### src/rtl/pong_score.sv
//==============================================================================
// Module   : pong_score
// Purpose  : Pong scoring and serve sequencer. Detects misses past either
//            goal line, keeps both scores, gates ball motion and issues the
//            serve pulse after a fixed hold. Game ends at WIN_SCORE.
// Option   : PONG_SCORE_AUTO_RESTART_EN - GAME_OVER restarts by itself after
//            HOLD_CYCLES clocks (start still restarts immediately).
// Revision : 1.0 - initial release
//==============================================================================
`default_nettype none

module pong_score #(
   parameter int DISP_COLS   = 800,
   parameter int B_WIDTH     = 6,
   parameter int L_GOAL_COL  = 2,
   parameter int R_GOAL_COL  = DISP_COLS - 2,
   parameter int WIN_SCORE   = 7,
   parameter int HOLD_CYCLES = 25000000
) (
   input  logic        clk,
   input  logic        rst,
   input  logic [11:0] ball_center_col,
   input  logic        start,
   output logic        ball_enable,
   output logic        serve,
   output logic        serve_dir,
   output logic [3:0]  l_score,
   output logic [3:0]  r_score,
   output logic [1:0]  winner,
   output logic [1:0]  state
);

   typedef enum logic [1:0] {
      IDLE      = 2'b00,
      PLAY      = 2'b01,
      HOLD      = 2'b10,
      GAME_OVER = 2'b11
   } state_t;

   localparam int              CNT_W = (HOLD_CYCLES > 2) ? $clog2(HOLD_CYCLES) : 1;
   localparam logic [CNT_W-1:0] TERM  = CNT_W'(HOLD_CYCLES - 1);
   localparam logic [3:0]      WIN4  = 4'(WIN_SCORE);
   // 13-bit compare operands so col + half-width can never wrap
   localparam logic [12:0]     L_LIM = 13'(L_GOAL_COL + B_WIDTH / 2);
   localparam logic [12:0]     HALF  = 13'(B_WIDTH / 2);
   localparam logic [12:0]     R_LIM = 13'(R_GOAL_COL);

   state_t           cur, nxt;
   logic [CNT_W-1:0] cnt, cnt_n;
   logic             start_q;
   logic             be_n, serve_n, dir_n;
   logic [3:0]       l_n, r_n;
   logic [1:0]       win_n;

   logic [12:0] col13;
   logic        l_miss, r_miss, start_rise;

   assign col13      = {1'b0, ball_center_col};
   assign l_miss     = (col13 <= L_LIM);
   assign r_miss     = ((col13 + HALF) >= R_LIM);
   assign start_rise = start & ~start_q;
   assign state      = cur;

   // State and all registered outputs; reset is asynchronous
   always_ff @(posedge clk or posedge rst) begin
      if (rst) begin
         cur         <= IDLE;
         cnt         <= '0;
         start_q     <= 1'b0;
         ball_enable <= 1'b0;
         serve       <= 1'b0;
         serve_dir   <= 1'b1;
         l_score     <= 4'd0;
         r_score     <= 4'd0;
         winner      <= 2'b00;
      end else begin
         cur         <= nxt;
         cnt         <= cnt_n;
         start_q     <= start;
         ball_enable <= be_n;
         serve       <= serve_n;
         serve_dir   <= dir_n;
         l_score     <= l_n;
         r_score     <= r_n;
         winner      <= win_n;
      end
   end

   // Next-state and next-output decode; left miss has priority over right
   always_comb begin
      nxt     = cur;
      cnt_n   = cnt;
      serve_n = 1'b0;
      dir_n   = serve_dir;
      l_n     = l_score;
      r_n     = r_score;
      win_n   = winner;
      case (cur)
         IDLE: begin
            if (start_rise) begin
               nxt   = HOLD;
               dir_n = 1'b1;
               cnt_n = '0;
            end
         end
         PLAY: begin
            if (l_miss) begin
               r_n   = r_score + 4'd1;
               dir_n = 1'b0;
               if (r_n == WIN4) begin
                  nxt   = GAME_OVER;
                  win_n = 2'b10;
               end else begin
                  nxt = HOLD;
               end
            end else if (r_miss) begin
               l_n   = l_score + 4'd1;
               dir_n = 1'b1;
               if (l_n == WIN4) begin
                  nxt   = GAME_OVER;
                  win_n = 2'b01;
               end else begin
                  nxt = HOLD;
               end
            end
         end
         HOLD: begin
            if (cnt == TERM) begin
               nxt     = PLAY;
               serve_n = 1'b1;
               cnt_n   = '0;
            end else begin
               cnt_n = cnt + CNT_W'(1);
            end
         end
         GAME_OVER: begin
`ifdef PONG_SCORE_AUTO_RESTART_EN
            if (start_rise || (cnt == TERM)) begin
`else
            if (start_rise) begin
`endif
               nxt   = HOLD;
               l_n   = 4'd0;
               r_n   = 4'd0;
               win_n = 2'b00;
               dir_n = 1'b1;
               cnt_n = '0;
            end else begin
`ifdef PONG_SCORE_AUTO_RESTART_EN
               cnt_n = cnt + CNT_W'(1);
`else
               cnt_n = cnt;
`endif
            end
         end
         default: nxt = IDLE;
      endcase
      be_n = (nxt == PLAY);
   end

endmodule

`default_nettype wire

### config.mk
export PLATFORM = sky130hd
export DESIGN_NAME = pong_score
export DESIGN_NICKNAME = d
export VERILOG_FILES = /design/src/rtl/pong_score.sv
export SDC_FILE = /design/constraint.sdc
export NUM_CORES = 1
export LEC_CHECK = 0
export BUFFER_PORTS_ARGS = -buffer_cell sky130_fd_sc_hd__buf_2
export CORE_ASPECT_RATIO = 1.4
export CORE_MARGIN = 2
export CORE_UTILIZATION = 61
export CTS_CLUSTER_DIAMETER = 100
export CTS_CLUSTER_SIZE = 16
export DETAILED_ROUTE_END_ITERATION = 16
export PLACE_DENSITY = 0.83
export SLEW_MARGIN = 20
export SYNTH_ARGS = -nofsm -noshare
export SYNTH_HDL_FRONTEND = slang
export SYNTH_SLANG_ARGS = --single-unit
### constraint.sdc
create_clock -name clk -period 4.75 [get_ports clk]
set_input_delay 0.2375 -clock clk [delete_from_list [all_inputs] [get_ports clk]]
set_output_delay 0.2375 -clock clk [all_outputs]
set_load 0.03 [all_outputs]
# After elaboration in Yosys (flattened, before gate mapping)
# Index checks and enable logic that the tools add are counted.
# W data, S select, Z words.
# classes
n_eq_ne,15
n_addsub,4
bitwise,2
reduce_logical,10
magnitude_cmp,2
n_mux,28
# ops
cell,n
$mux W25,2
$pmux W25 S2,1
$add A25 B1 Y25 const B,1
$eq A25 B25 Y1 const B,1
$mux W2,9
$mux W4,4
$pmux W4 S2,2
$add A12 B2 Y13 const B,1
$ge A13 B10 Y1 const B,1
$le A12 B3 Y1 const B,1
$ne A3 B3 Y1 const B,3
$add A4 B1 Y4 const B,2
$eq A4 B3 Y1 const B,2
$ne A2 B2 Y1 const B,4
$mux W1,7
$pmux W2 S3,1
$reduce_and A3 Y1,2
$reduce_bool A2 Y1,3
$reduce_and A5 Y1,1
$eq A2 B1 Y1 const B,2
$eq A2 B2 Y1 const B,2
$pmux W2 S2,1
$reduce_and A4 Y1,1
$logic_not A2 Y1,1
other kinds (6),6
# totals
reg_bits,41
output_inout_bits,15

# Logic depth before layout (Yosys ltp)
# logic_depth
word_depth,7
depth_mapped,11
depth_no_buf,9

# Worst setup path after synthesis
# OpenSTA, ideal clock, no wires.
# synth_path
path_type,flip-flop to flip-flop
from,"register cur[0], in the netlist state[0]"
to,register cnt[21]
slack_ns,2.285
stages_incl_launch_ff,12
t_arrival_ns,2.344
setup_time_ns,0.121
path_buffers,2
cell_sequence,dfrtp_1 inv_1 ha_1 clkbuf_1 nor2b_1 a21oi_1 or3_1 clkbuf_1 nor3_1 nand2_1 xor2_1 nor2_1
# synth_between
elab_chain_len,4
word_cells_on_any_way,8
cone_classes,eq/ne (3); mux (1); reduce/logical (4)
# synth_rtl
item,line,text
start: declaration,48,"state_t cur, nxt;"
start signal: assignment,77,cur <= nxt;
$eq A2 B2 Y1 / $logic_not A2 Y1 (equally long branches),98,case (cur)
$reduce_or A2 Y1 (no line),--,
$ne A2 B1 Y1 (no line) / $reduce_bool A2 Y1 (equally long branches),--,
$reduce_and A2 Y1 (no line),--,
end signal: assignment,78,cnt <= cnt_n;
end: declaration,49,"logic [CNT_W-1:0] cnt, cnt_n;"
# Several ways; a longest one is shown, not always the timed one.
# A chain may end at the register's enable or synchronous reset.

# Worst setup path in the final report
# Ends and elaborated chain as after synthesis.

==> flow_metrics.tcl <==
set metrics [dict create \
    status "finished with violations" \
    failing_checks "DRC" \
    finalSetupViolCount 0 \
    dr_total_vias 2160 \
    worst_skew_pair.late_latency_ns 0.29 \
    hp_class "in2async" \
    final-hold-violation-count 0 \
    wire_per_inst_um 14.6 \
    drtAntennaViolNets 0 \
    layout.core_utilization_pct 71.0 \
    max_slew_margin_pct 35.4 \
    htree_num_levels 2 \
    synth_largest_area_cell "sky130_fd_sc_hd__dfrtp_1" \
    detail_route.vias_per_cell 5.92 \
    num_clock_sinks 41 \
    worstSetupEndpointType "flop" \
    total_setup_buffers_inserted_after_cts 0 \
    max_freq_mhz 392 \
    syn2layout_area_growth_pct 9.96 \
    worstMarginPinSlew_ns 0.963 \
    unrepaired_setup_endpoints_after_global_routing "false" \
    power.static_leakage_nw 1.28 \
    placed_cells 357 \
    netlist_top_cells_area "sky130_fd_sc_hd__dfrtp_1 (39%), sky130_fd_sc_hd__nor2_1 (5.8%), sky130_fd_sc_hd__ha_1 (5.3%)" \
    synth.net_count 318 \
    post_synth_most_frequent_cells "sky130_fd_sc_hd__dfrtp_1 (40), sky130_fd_sc_hd__nor2_1 (40), sky130_fd_sc_hd__nand2_1 (26)" \
    dieHeight_um 80.9 \
    clk_path_buf_depth 2 \
    yosysWarnings 0 \
    powerDensity_nw_per_um2 404 \
    maxCapViolations 0 \
    cts-resized-gates 0 \
    worst_setup_hold_path_clk_slew_ns 0.08 \
    synth_sequential_area_ratio_pct 39.9 \
    largest_net_degree_at_the_start_of_global_routing 42 \
    antenna_violations_before_repair 0 \
    antennaDiodeCount 0 \
    synthFlopType "sky130_fd_sc_hd__dfrtp_1" \
    synth_largest_type_area_fraction_pct 38.9 \
    layout_worst_path_cycle_share_pct 53.7 \
    critical_path.reg2reg.startpoint "state[0]" \
    count_of_flip_flops_with_a_built_in_enable_after_synthesis 0 \
    crit_required_ns 4.93 \
    fillers 325 \
    critPathArrivalTime_ns 2.73 \
    layout.cells.non_filler 365 \
    io_buffer_count 29 \
    setup_tns_ns 0 \
    r2r_setup_slack_ns 2.20 \
    drt-total-wl_um 5310 \
    first_iter_violations 135 \
    ys_types 56 \
    final_max_slew_viol_count 0 \
    vdd.ir_drop.worst_v 0.000271 \
    core_region_area_um2 3990 \
    place_hpwl_um 3760 \
    fraction_of_final_layout_cells_with_drive_strength_greater_than_1_pct 15.2 \
    die-area_um2 4760 \
    crit_fanout 9 \
    ff2ff_path_depth 9 \
    die_width_um 58.9 \
    place_congestion 0.819 \
    first_pass_grt_wire_length_um 9310 \
    tritoncts "built" \
    crit_type "reg2reg" \
    worst_clock_skew_ns 0.00373 \
    root_driver "sky130_fd_sc_hd__clkbuf_8" \
    async_reset_ff_share_pct 100 \
    cp-start-kind "flop" \
    cts_inserted_buffers 5 \
    remaining_drc_errors 2 \
    crit_start "state[0]" \
    synthesis.area_um2 2570 \
    ctsHoldBuffers 0 \
    via_count_of_the_first_global_routing_pass 2099 \
    floorplan.rows 27 \
    layout_nets 347 \
    final.min_clock_period_ns 2.55 \
    floorplan.initialDensity_pct 64.6 \
    io_pins 30 \
    postSynthAreaPerCell_um2 8.82 \
    cells_after_synth 292 \
    detailedRoute.firstPassIterationCount 10 \
    yosys_register_bits 41 \
    grt_remaining_overflow 0 \
    globalRouteTotalUtil_pct 25.2 \
]
==> where the power goes <==
part | total [W] | internal [W] | switching (W)
registers | 0.000453 | 0.000394 | 0.0000588
clock network | 0.000223 | 0.000101 | 0.000122
logic | 0.000467 | 0.000158 | 0.000308
total | 0.00114 | 0.000654 | 0.000489
==> layout make-up <==
cell class	count	area [um2]	share of cell area, %
Timing Repair Buffer	31	160	5.66
Sequential cell	41	1030	36.3
Inverter	12	45.0	1.59
Clock inverter	3	17.5	0.619
Multi-Input combinational cell	230	1460	51.5
Clock buffer	5	68.8	2.43
Tap cell	43	53.8	1.90
==> final timing paths <==
path / end
max: cnt[21]
min: cnt[6]
max reg2reg: cnt[21]
min reg2reg: cnt[4]
max in group asynchronous: serve_dir
min in group clk: start_q
==> flip-flops by register name, summed over array words and instances, names as in the netlist <==
signal,count
l_score,4
serve_dir,1
state,2
ball_enable,1
serve,1
start_q,1
cnt,25
r_score,4
winner,2
==> kinds of logic after synthesis <==
kind of cell / Yosys count / share of synthesized area (%)
buf+inv: 21 / 3.45
xor+xnor: 24 / 8.16
compound gates: 62 / 17.0
fa+ha+maj: 11 / 5.34
simple gates: 131 / 25.2
flops: 41 / 39.9
mux: 2 / 0.972
==> critical path, stage by stage (launching register included) <==
cell and delay (ns):
sky130_fd_sc_hd__dfrtp_1 0.41, sky130_fd_sc_hd__inv_1 0.10, sky130_fd_sc_hd__ha_1 0.40, sky130_fd_sc_hd__nor2b_1 0.18
sky130_fd_sc_hd__a21oi_1 0.11, sky130_fd_sc_hd__or3_1 0.50, sky130_fd_sc_hd__nor3_1 0.33, sky130_fd_sc_hd__nand2_1 0.13
sky130_fd_sc_hd__xor2_1 0.21, sky130_fd_sc_hd__nor2_1 0.06
==> metrics by stage <==
stage / hold WS, ns / power [W] / cell area (um2) / setup WS (ns)
final: 0.0602 / 0.00114 / 2830 / 2.20
after detailed placement: 0.374 / 0.000917 / 2750 / 2.05
after global routing: 0.0640 / 0.00123 / 2830 / 1.94
after global placement: 0.369 / 0.000910 / 2750 / 2.12
after CTS: 0.0694 / 0.00115 / 2830 / 2.22
after floorplan: 0.269 / 0.000801 / 2570 / 2.28
==> cell usage in the layout, fill, tap and decap left out, drive strengths merged, types with 11 or more instances in the layout <==
cell type	instances
o21ai	20
buf	31
dfrtp	40
a21oi	14
nand2	26
ha	11
xor2	14
inv	12
nor2	41
nand3	16
==> routing by layer <==
layer  global-route usage [%]  vias up  share of wire [%]
met4                     10.7        0                2.4
li1                         -     1088                  -
met5                        0        -                  0
met1                     28.9     1017                 41
met2                     44.4       41                 54
met3                     5.41       14                3.0
Note: power is estimated with default switching activity, not from simulation.
